--- src/rtl/tqvp_jnms_pdm_multi.sv ---
// PDM microphone front end for TinyQV: PDM clock generation, left/right sampling on
// opposite clock edges, per-channel CIC decimation to PCM, frame FIFO and interrupt.
// Ports:
//   clk, rst_n        system clock, asynchronous active-low reset
//   ui_in             input PMOD, ui_in[DIN_BIT] carries the PDM data bit
//   uo_out            gated PDM clock on every bit
//   address, data_in  register address and write data
//   data_write_n      11 none, 00 byte, 01 half, 10 word
//   data_read_n       11 none, anything else is a read
//   data_out          read data, combinational from address
//   data_ready        always 1
//   user_interrupt    OVER or FIFO level at/above THRESH
module tqvp_jnms_pdm_multi #(
    parameter int unsigned ORDER      = 3,
    parameter int unsigned DECIM_LOG2 = 6,
    parameter int unsigned OUT_W      = 16,
    parameter int unsigned NUM_CH     = 2,
    parameter int unsigned FIFO_DEPTH = 8,
    parameter int unsigned DIN_BIT    = 0
) (
    input  logic        clk,
    input  logic        rst_n,
    input  logic [7:0]  ui_in,
    output logic [7:0]  uo_out,
    input  logic [5:0]  address,
    input  logic [31:0] data_in,
    input  logic [1:0]  data_write_n,
    input  logic [1:0]  data_read_n,
    output logic [31:0] data_out,
    output logic        data_ready,
    output logic        user_interrupt
);
    localparam int unsigned W  = ORDER * DECIM_LOG2 + 1;
    localparam int unsigned AW = $clog2(FIFO_DEPTH);
    localparam int unsigned LW = AW + 1;

    localparam logic [5:0] A_CTRL   = 6'h00;
    localparam logic [5:0] A_PERIOD = 6'h04;
    localparam logic [5:0] A_DATA   = 6'h08;
    localparam logic [5:0] A_STATUS = 6'h0C;

    // 2**(W-1) in W+2 bits: the CIC gain R**ORDER
    localparam logic [W+1:0] GAIN = {3'b001, {(W-1){1'b0}}};

    // The CIC runs on the raw bit b in {0,1}; the +/-1 result is 2*y - R**ORDER.
    // y lies in [0, R**ORDER] and is exact in W bits, so +full scale stays
    // distinguishable from -full scale and can be saturated.
    function automatic logic [OUT_W-1:0] cic_to_pcm(input logic [W-1:0] y);
        logic [W+1:0] r;
        logic [W-1:0] s;
        r = {1'b0, y, 1'b0} - GAIN;
        if (r == GAIN) s = {1'b0, {(W-1){1'b1}}};
        else           s = r[W-1:0];
        return s[W-1 -: OUT_W];
    endfunction

    function automatic logic [15:0] sext16(input logic [OUT_W-1:0] v);
        return 16'($signed(v));
    endfunction

    // Register state
    logic                  en_q, en_d;
    logic                  stereo_q, stereo_d;
    logic [3:0]            thresh_q, thresh_d;
    logic [7:0]            period_q, period_d;
    logic                  over_q, over_d;
    logic                  under_q, under_d;
    logic [7:0]            phase_q, phase_d;
    logic                  pdm_prev_q, pdm_prev_d;
    logic [DECIM_LOG2-1:0] dcnt_q, dcnt_d;
    logic                  pend_q, pend_d;
    logic [OUT_W-1:0]      left_pcm_q, left_pcm_d;
    logic [LW-1:0]         wr_ptr_q, wr_ptr_d;
    logic [LW-1:0]         rd_ptr_q, rd_ptr_d;
    logic [W-1:0]          integ_q [2][ORDER];
    logic [W-1:0]          integ_d [2][ORDER];
    logic [W-1:0]          comb_q  [2][ORDER];
    logic [W-1:0]          comb_d  [2][ORDER];
    logic [31:0]           mem_q   [FIFO_DEPTH];

    logic                  stereo_eff_c, din_c, pdm_clk_c, rise_c, fall_c;
    logic [7:0]            per_eff_c;
    logic [1:0]            samp_c, dump_c;
    logic [W-1:0]          cic_y_c [2];
    logic [OUT_W-1:0]      pcm_l_c, pcm_r_c;
    logic                  push_c, pop_c, rd_data_c, full_c, empty_c, flush_c;
    logic                  do_push_c, over_set_c, under_set_c, wr_c;
    logic [LW-1:0]         level_c;
    logic [31:0]           wmask_c, wdata_c, push_data_c;
    logic                  unused_sink;

    assign stereo_eff_c = (NUM_CH > 1) && stereo_q;
    assign din_c        = ui_in[DIN_BIT];
    assign per_eff_c    = (period_q < 8'd2) ? 8'd2 : period_q;
    assign pdm_clk_c    = phase_q < (per_eff_c >> 1);
    assign rise_c       = en_q && !pdm_prev_q && pdm_clk_c;
    assign fall_c       = en_q && pdm_prev_q && !pdm_clk_c;
    assign uo_out       = {8{en_q & pdm_clk_c}};
    assign data_ready   = 1'b1;
    assign unused_sink  = ^{ui_in, wdata_c};

    // Left on falling edge; right on rising edge, dumping on the first right
    // sample after the left channel's decimation point.
    assign samp_c[0] = fall_c;
    assign samp_c[1] = rise_c && stereo_eff_c;
    assign dump_c[0] = fall_c && (dcnt_q == '1);
    assign dump_c[1] = samp_c[1] && pend_q;

    // Clock generator and decimation bookkeeping
    always_comb begin : clkgen_next
        phase_d    = (phase_q >= per_eff_c - 8'd1) ? 8'd0 : phase_q + 8'd1;
        pdm_prev_d = pdm_clk_c;
        dcnt_d     = fall_c ? dcnt_q + DECIM_LOG2'(1) : dcnt_q;
        pend_d     = pend_q;
        if (dump_c[0] && stereo_eff_c) pend_d = 1'b1;
        else if (dump_c[1] || !stereo_eff_c) pend_d = 1'b0;
        left_pcm_d = dump_c[0] ? pcm_l_c : left_pcm_q;
        if (!en_q) begin
            phase_d    = '0;
            pdm_prev_d = 1'b0;
            dcnt_d     = '0;
            pend_d     = 1'b0;
            left_pcm_d = '0;
        end
    end

    // CIC integrator chain per sample, comb chain per decimation point
    always_comb begin : cic_next
        logic [W-1:0] acc;
        for (int ch = 0; ch < 2; ch++) begin
            cic_y_c[ch] = '0;
            for (int k = 0; k < ORDER; k++) begin
                integ_d[ch][k] = integ_q[ch][k];
                comb_d[ch][k]  = comb_q[ch][k];
            end
            acc = W'(din_c);
            if (samp_c[ch]) begin
                for (int k = 0; k < ORDER; k++) begin
                    integ_d[ch][k] = integ_q[ch][k] + acc;
                    acc            = integ_d[ch][k];
                end
            end
            acc = integ_d[ch][ORDER-1];
            if (dump_c[ch]) begin
                for (int k = 0; k < ORDER; k++) begin
                    comb_d[ch][k] = acc;
                    acc           = acc - comb_q[ch][k];
                end
                cic_y_c[ch] = acc;
            end
            if (!en_q) begin
                for (int k = 0; k < ORDER; k++) begin
                    integ_d[ch][k] = '0;
                    comb_d[ch][k]  = '0;
                end
            end
        end
    end

    assign pcm_l_c     = cic_to_pcm(cic_y_c[0]);
    assign pcm_r_c     = cic_to_pcm(cic_y_c[1]);
    assign push_c      = (dump_c[0] && !stereo_eff_c) || dump_c[1];
    assign push_data_c = {stereo_eff_c ? sext16(pcm_r_c) : 16'h0000,
                          sext16(stereo_eff_c ? left_pcm_q : pcm_l_c)};

    // FIFO occupancy and handshake
    assign level_c     = wr_ptr_q - rd_ptr_q;
    assign empty_c     = (level_c == '0);
    assign full_c      = (level_c == LW'(FIFO_DEPTH));
    assign rd_data_c   = (data_read_n != 2'b11) && (address == A_DATA);
    assign pop_c       = rd_data_c && !empty_c && !flush_c;
    assign under_set_c = rd_data_c && empty_c;
    assign do_push_c   = push_c && !flush_c && (!full_c || pop_c);
    assign over_set_c  = push_c && !flush_c && full_c && !pop_c;

    // Bus writes, flags and FIFO pointers
    always_comb begin : regs_next
        wr_c = (data_write_n != 2'b11);
        case (data_write_n)
            2'b00:   wmask_c = 32'h0000_00FF;
            2'b01:   wmask_c = 32'h0000_FFFF;
            default: wmask_c = 32'hFFFF_FFFF;
        endcase
        wdata_c  = data_in & wmask_c;
        en_d     = en_q;
        stereo_d = stereo_q;
        thresh_d = thresh_q;
        period_d = period_q;
        over_d   = over_q;
        under_d  = under_q;
        flush_c  = 1'b0;
        if (wr_c) begin
            case (address)
                A_CTRL: begin
                    en_d     = wdata_c[0];
                    stereo_d = wdata_c[1];
                    flush_c  = wdata_c[2];
                    if (wmask_c[8]) thresh_d = wdata_c[11:8];
                end
                A_PERIOD: period_d = wdata_c[7:0];
                A_STATUS: begin
                    if (wdata_c[10]) over_d  = 1'b0;
                    if (wdata_c[11]) under_d = 1'b0;
                end
                default: ;
            endcase
        end
        if (over_set_c)  over_d  = 1'b1;
        if (under_set_c) under_d = 1'b1;
        wr_ptr_d = wr_ptr_q;
        rd_ptr_d = rd_ptr_q;
        if (flush_c) begin
            wr_ptr_d = '0;
            rd_ptr_d = '0;
        end else begin
            if (do_push_c) wr_ptr_d = wr_ptr_q + LW'(1);
            if (pop_c)     rd_ptr_d = rd_ptr_q + LW'(1);
        end
    end

    // Read mux
    always_comb begin : read_mux
        data_out = '0;
        case (address)
            A_CTRL:   data_out = {20'h0, thresh_q, 6'h0, stereo_eff_c, en_q};
            A_PERIOD: data_out = {24'h0, period_q};
            A_DATA:   data_out = empty_c ? 32'h0 : mem_q[rd_ptr_q[AW-1:0]];
            A_STATUS: data_out = {20'h0, under_q, over_q, full_c, empty_c, 3'b000, 5'(level_c)};
            default:  data_out = '0;
        endcase
    end

    assign user_interrupt = over_q || ((thresh_q != 4'h0) && (32'(level_c) >= 32'(thresh_q)));

    // State registers
    always_ff @(posedge clk or negedge rst_n) begin
        if (!rst_n) begin
            en_q       <= 1'b0;
            stereo_q   <= 1'b0;
            thresh_q   <= '0;
            period_q   <= '0;
            over_q     <= 1'b0;
            under_q    <= 1'b0;
            phase_q    <= '0;
            pdm_prev_q <= 1'b0;
            dcnt_q     <= '0;
            pend_q     <= 1'b0;
            left_pcm_q <= '0;
            wr_ptr_q   <= '0;
            rd_ptr_q   <= '0;
            for (int ch = 0; ch < 2; ch++) begin
                for (int k = 0; k < ORDER; k++) begin
                    integ_q[ch][k] <= '0;
                    comb_q[ch][k]  <= '0;
                end
            end
        end else begin
            en_q       <= en_d;
            stereo_q   <= stereo_d;
            thresh_q   <= thresh_d;
            period_q   <= period_d;
            over_q     <= over_d;
            under_q    <= under_d;
            phase_q    <= phase_d;
            pdm_prev_q <= pdm_prev_d;
            dcnt_q     <= dcnt_d;
            pend_q     <= pend_d;
            left_pcm_q <= left_pcm_d;
            wr_ptr_q   <= wr_ptr_d;
            rd_ptr_q   <= rd_ptr_d;
            for (int ch = 0; ch < 2; ch++) begin
                for (int k = 0; k < ORDER; k++) begin
                    integ_q[ch][k] <= integ_d[ch][k];
                    comb_q[ch][k]  <= comb_d[ch][k];
                end
            end
        end
    end

    // Frame storage, contents need no reset
    always_ff @(posedge clk) begin
        if (do_push_c) mem_q[wr_ptr_q[AW-1:0]] <= push_data_c;
    end
endmodule

--- config.mk ---
export PLATFORM = sky130hd
export DESIGN_NAME = tqvp_jnms_pdm_multi
export DESIGN_NICKNAME = d
export VERILOG_FILES = /design/src/rtl/tqvp_jnms_pdm_multi.sv
export SDC_FILE = /design/constraint.sdc
export NUM_CORES = 1
export LEC_CHECK = 0
export CORE_MARGIN = 4
export CORE_UTILIZATION = 50
export CTS_CLUSTER_SIZE = 8
export DETAILED_ROUTE_END_ITERATION = 10
export PLACE_DENSITY = 0.67
export SETUP_SLACK_MARGIN = 0.4
export SYNTH_ARGS = -nofsm -noshare
export SYNTH_HDL_FRONTEND = slang
export SYNTH_SLANG_ARGS = --single-unit
--- constraint.sdc ---
create_clock -name clk -period 17.7 [get_ports clk]
set_input_delay 1.77 -clock clk [delete_from_list [all_inputs] [get_ports clk]]
set_output_delay 1.77 -clock clk [all_outputs]
set_load 0.02 [all_outputs]
; Word-level counts from Yosys, hierarchy flattened
; Memories as Yosys holds them, arrays and structs flattened.
; Cells that the tools add are included.
[op_classes]
n_addsub = 20
order_cmp = 4
n_eq_ne = 15
n_mux = 44
bitwise_logic = 2
reduce_logical = 46
[op_table]
columns = op, count
row1 = $mux W57, 8
row2 = $pmux W32 S4, 1
row3 = $sub A19 B19 Y19, 6
row4 = $add A19 B19 Y19, 4
row5 = $mux W19, 4
row6 = $mux W16, 4
row7 = $eq A21 B19 Y1 const B, 2
row8 = $sub A20 B19 Y21 const B, 2
row9 = $add A19 B1 Y19, 2
row10 = $mux W32, 1
row11 = $mux W8, 3
row12 = $pmux W12 S2, 1
row13 = $logic_and A1 B1 Y1, 18
row14 = $mux W1, 16
row15 = $mux W4, 4
row16 = $reduce_bool A2 Y1, 8
row17 = $and A12 B12 Y12, 1
row18 = $eq A6 B4 Y1 const B, 2
row19 = $mux W6, 2
row20 = $reduce_and A3 Y1, 3
row21 = $add A4 B1 Y4 const B, 2
row22 = $add A8 B1 Y8 const B, 1
row23 = $ge A8 B8 Y1, 1
row24 = $lt A8 B2 Y1 const B, 1
row25 = 20 further kinds, 34
[word_totals]
reg_bits = 284
ram_bits = 256
inputBits = 52
output_inout_bits = 42
mem_count = 1
[mem_list]
columns = name, depth, word_bits, rd, rd_clocked_by_memory_dff, write_ports, line
row1 = mem_q, 8, 32, 1, 0, 1, 79  ; logic [31:0] mem_q [FIFO_DEPTH];

; Longest topological paths before layout
[logic_depth]
word_depth = 15
ltp_mapped = 45
mapped_depth_nobuf = 43

; Least setup slack after synthesis
; OpenSTA, ideal clock, no wires.
[synth_path]
path_kind = input to register
from = input ui_in[0]
to = memory mem_q[0][31] (data pin)
setup_ns = 0.275
arrival_time_ns = 9.831
setup_slack_ns = 7.594
path_stages = 42
n_path_buf = 1
cell_sequence = ha_1 ha_1 ha_1 a21o_1 a21oi_1 o21bai_1 a2111oi_0 o21bai_1 nand3_1 nand3b_1 a21oi_1 xnor2_1 ha_1 a21oi_1 nand2b_1 or3_1 o221ai_2 nor2_1 [6 not listed] or4_1 o21a_1 o41ai_2 xnor2_1 ha_1 or3_1 a211oi_1 or3_1 xnor2_1 ha_1 nand3_1 o31ai_1 a221oi_1 o311ai_0 xnor3_1 or3_1 buf_6 and3_1
[synth_via]
elab_chain_len = 12
[synth_lines]
columns = element, line
row1 = "start, declared", 23  ; input logic [7:0] ui_in,
row2 = $add A19 B1 Y19 *, 139  ; integ_d[ch][k] = integ_q[ch][k] + acc;
row3 = $add A19 B19 Y19 * (2 in a row), 139
row4 = $mux W57 *, 137  ; if (samp_c[ch]) begin
row5 = $sub A19 B19 Y19 * (3 in a row), 147  ; acc = acc - comb_q[ch][k];
row6 = $mux W19 *, 144  ; if (dump_c[ch]) begin
row7 = $sub A20 B19 Y21 *, 51  ; r = {1'b0, y, 1'b0} - GAIN;
row8 = $eq A21 B19 Y1, 52  ; if (r == GAIN) s = {1'b0, {(W-1){1'b1}}};
row9 = $mux W19 *, 52
row10 = $mux W16 *, 163  ; assign push_data_c = {stereo_eff_c ? sext16(pcm_r_c) : 16'h0000,
row11 = named net push_data_c[31], 89  ; logic [31:0] wmask_c, wdata_c, push_data_c;
row12 = "end, declared", 79
; Mark *: on every way through the listed nets, which the timed path passes. The rest lies on a longest branch. The select of a mux whose other input is x is not followed.

; Worst setup path after layout
[layout_path]
from = input ui_in[0]
to = memory mem_q[6][22] (data pin)
; The elaborated chain is that of the path after synthesis.

==> impl_metrics.ini <==
[setup_path]
path_buf_inv = 2
critical-path-slowest-cell = sky130_fd_sc_hd__clkdlybuf4s50_1
startpoint_type = input port
worst_path_largest_cell_delay_ps = 620
largest_delay_contributor_family_on_the_critical_path = compound AO/OA/AOI/OAI gates
crit_start = ui_in[0]
worst-endpoint-required_ps = 17880
critical_path.max_fanout = 16
timing_worst_setup_path_type = input port to flip-flop
critical-path-top-cell-by-count = sky130_fd_sc_hd__ha_1
critPathCaptureType = flip-flop
critical_path_arrival_ps = 12130
timing.reg2reg.setup_slack_ps = 6310
regToRegStartpoint = period_q[2]$_DFFE_PN0P_

[placed_design]
dp.final_hpwl_um = 44700
portBuffers = 65
place.gp.congestion = 0.859

[pwr]
p_per_area_mw_per_mm2 = 162
vdd_ir_drop_max_uv = 169
power_leakage_nw = 14.7

[floorplanning]
standard_cell_row_count = 91
starting_utilization_of_the_core_area_pct = 50.8
io-pin-count = 94
die_height_um = 259
core_area_sq_mm = 0.0622
die-area_sq_mm = 0.0673
die-width_um = 259

[cts]
postCtsSetupRepairBufs = 0
cts_repair_resize_count = 0
cts.reportedPaths.clkPinSlew_ps = 50
htree_num_levels = 3
clk_root_buffer_cell = sky130_fd_sc_hd__clkbuf_16
clock_tree.buffer_depth = 3
tritoncts.num_buffers = 78
cts_tree = done
clock_sinks = 540
worst_skew_pair.late_latency_ps = 610
cts_hold_buffers = 0

[timing]
worst_hold_slack_after_final_layout_ps = 495
grt_setup_unrepaired = no
final-hold-violation-count = 0
fin_tns_setup_ps = 0
fmax_ghz = 0.0837
final.min_clock_period_ps = 11950
clock_skews_ps = 23.2
slew_viol_final = 0
report.final.setup_viol = 0
tightestPinTransition_ps = 1130
max_slew_margin_pct = 24.4
final.period_utilization_pct = 67.5

[routing]
drt_pass1_iterations = 7
wire_per_inst_um = 17.1
wl_um = 68100
drc = 0
drt-initial-drc-count = 1423
detailroute.via_count = 22338
postRouteAntennaNets = 0
via_per_inst = 5.59

[global_routing]
grt_pass1_wl_um = 114000
via_count_of_the_first_global_routing_pass = 22553
antenna_found_initial = 0
largest_net_degree_at_the_start_of_global_routing = 108
track_usage_pct = 20.4
grt_remaining_overflow = 0

[synth]
ys_types = 87
netlist_instances = 3065
synth-warning-count = 0
synth-seq-area-share_pct = 46.8
async_flop_share_pct = 52.6
synth_enable_flop_cells = 256
synth_ff_type = sky130_fd_sc_hd__dfrtp_1
synth_nets = 3356
syn_avg_cell_area_sq_um = 10.3
mappedNetlistArea_sq_mm = 0.0316
yosys_register_bits = 540

[layout]
layout.cells.most_common_list = sky130_fd_sc_hd__nand2_1 (371), sky130_fd_sc_hd__dfrtp_1 (282), sky130_fd_sc_hd__nor2_1 (267)
syn2layout_area_growth_pct = 11.8
antennaDiodeCount = 0
final_nets = 3407
mostFrequentLayoutCell = sky130_fd_sc_hd__nand2_1
final_core_util_pct = 56.8
share_of_post_route_cells_with_drive_strength_above_1_pct = 7.57

[min_path]
worst_hold_startpoint = left_pcm_q[15]$_DFFE_PN0P_
worst_hold_path_type = flip-flop to flip-flop

[flow_run]
cap_viol_max_count = 0

[run_status]
status = finished, final reports clean
final cells by class:
class | instances | area (sq um)
Fill cell | 5284 | 26800
Multi-Input combinational cell | 2201 | 15600
Sequential cell | 540 | 14800
Clock inverter | 7 | 105
Timing Repair Buffer | 96 | 888
Inverter | 199 | 752
Clock buffer | 116 | 2130
Tap cell | 837 | 1050
state kept, by name, indices dropped and copies added (netlist names), 4 cells and up:
signal / count
mem_q: 256
comb_q: 114
integ_q: 114
left_pcm_q: 16
period_q: 8
phase_q: 8
dcnt_q: 6
rd_ptr_q: 4
thresh_q: 4
wr_ptr_q: 4
layer usage:
metal  GRT usage [%]  wire length (um)  up-vias
li1                -                 -    11011
met1            27.2             31000    10840
met2            34.9             32900      398
met3            2.66              2740       89
met4            6.25              1540        0
met5               0                 0        -
worst reg2reg max path, delay by kind of cell (launching register included):
family	cells	cell delay (ps)
buffers and inverters	2	450
adder cells (fa/ha/maj)	3	1000
flip-flops	1	450
AND/OR/NAND/NOR	8	2050
multiplexers	1	510
XOR/XNOR	3	440
AO/OA/AOI/OAI	19	6160
logic make-up (layout without fill, tap and decap cells):
group	count (synthesis)	count (layout)	synth area share, %
AND/OR/NAND/NOR	960	960	13.6
flip-flops	540	540	46.8
other	1	1	0.0119
adder cells (fa/ha/maj)	239	239	9.72
AO/OA/AOI/OAI	678	678	13.8
XOR/XNOR	229	229	6.46
multiplexers	94	94	5.53
buffers and inverters	324	418	4.04
per-stage QoR:
stage          worst slack, ps  instances  total power, mW  instance area (sq um)
3_5_place_dp              5170       3873             4.35                  33100
4_1_cts                   5800       3996             5.74                  35300
3_3_place_gp              5540       3873             4.28                  33100
2_1_floorplan             7590       3065             3.77                  31600
6_report                  5750       3996             5.71                  35300
5_1_grt                   4990       3996             6.16                  35300
worst paths after layout:
| path | to | depth (start not counted) |
|---|---|---|
| max | mem_q[6][22]$_DFFE_PP_ | 42 |
| min | left_pcm_q[15]$_DFFE_PN0P_ | 2 |
| min in group asynchronous | integ_q[42]$_DFFE_PN0P_ | 1 |
| min reg2reg | left_pcm_q[15]$_DFFE_PN0P_ | 2 |
| max in group asynchronous | rd_ptr_q[0]$_DFFE_PN0P_ | 3 |
| max reg2reg | mem_q[1][14]$_DFFE_PP_ | 36 |
power by group:
| part | total, mW | internal, mW | switching, mW |
|---|---|---|---|
| combinational | 2.96 | 1.25 | 1.71 |
| clock | 1.36 | 0.824 | 0.535 |
| sequential | 1.39 | 1.36 | 0.0355 |
cell usage after synthesis (10+ instances only):
library cell,number,share of area (%)
sky130_fd_sc_hd__o21a_1,36,0.85
sky130_fd_sc_hd__nor3_1,56,0.89
sky130_fd_sc_hd__buf_4,10,0.24
sky130_fd_sc_hd__nor2_1,273,3.2
sky130_fd_sc_hd__xnor2_1,132,3.7
sky130_fd_sc_hd__or3_1,22,0.44
sky130_fd_sc_hd__a2bb2oi_1,14,0.39
sky130_fd_sc_hd__dfrtp_1,284,22
sky130_fd_sc_hd__nor2b_1,30,0.59
sky130_fd_sc_hd__xor2_1,94,2.6
sky130_fd_sc_hd__a21oi_1,206,3.3
sky130_fd_sc_hd__nand2b_1,37,0.73
sky130_fd_sc_hd__a21o_1,51,1.2
sky130_fd_sc_hd__a31oi_1,13,0.26
sky130_fd_sc_hd__and3_1,28,0.55
sky130_fd_sc_hd__clkbuf_1,95,1.1
sky130_fd_sc_hd__inv_1,196,2.3
sky130_fd_sc_hd__mux2i_1,26,0.82
sky130_fd_sc_hd__mux4_2,64,4.6
sky130_fd_sc_hd__ha_1,228,9.0
sky130_fd_sc_hd__o31ai_1,66,1.6
sky130_fd_sc_hd__and2_1,16,0.32
sky130_fd_sc_hd__nand2_1,371,4.4
sky130_fd_sc_hd__a21boi_0,11,0.26
sky130_fd_sc_hd__buf_1,18,0.21
sky130_fd_sc_hd__nand4_1,15,0.30
sky130_fd_sc_hd__fa_1,11,0.70
sky130_fd_sc_hd__edfxtp_1,256,24
sky130_fd_sc_hd__nor4_1,10,0.20
sky130_fd_sc_hd__a211oi_1,39,0.93
sky130_fd_sc_hd__nand3_1,64,1.0
sky130_fd_sc_hd__o21ai_0,136,2.2
sky130_fd_sc_hd__o21bai_1,11,0.26
No activity file was read; power rests on OpenSTA's default activity.
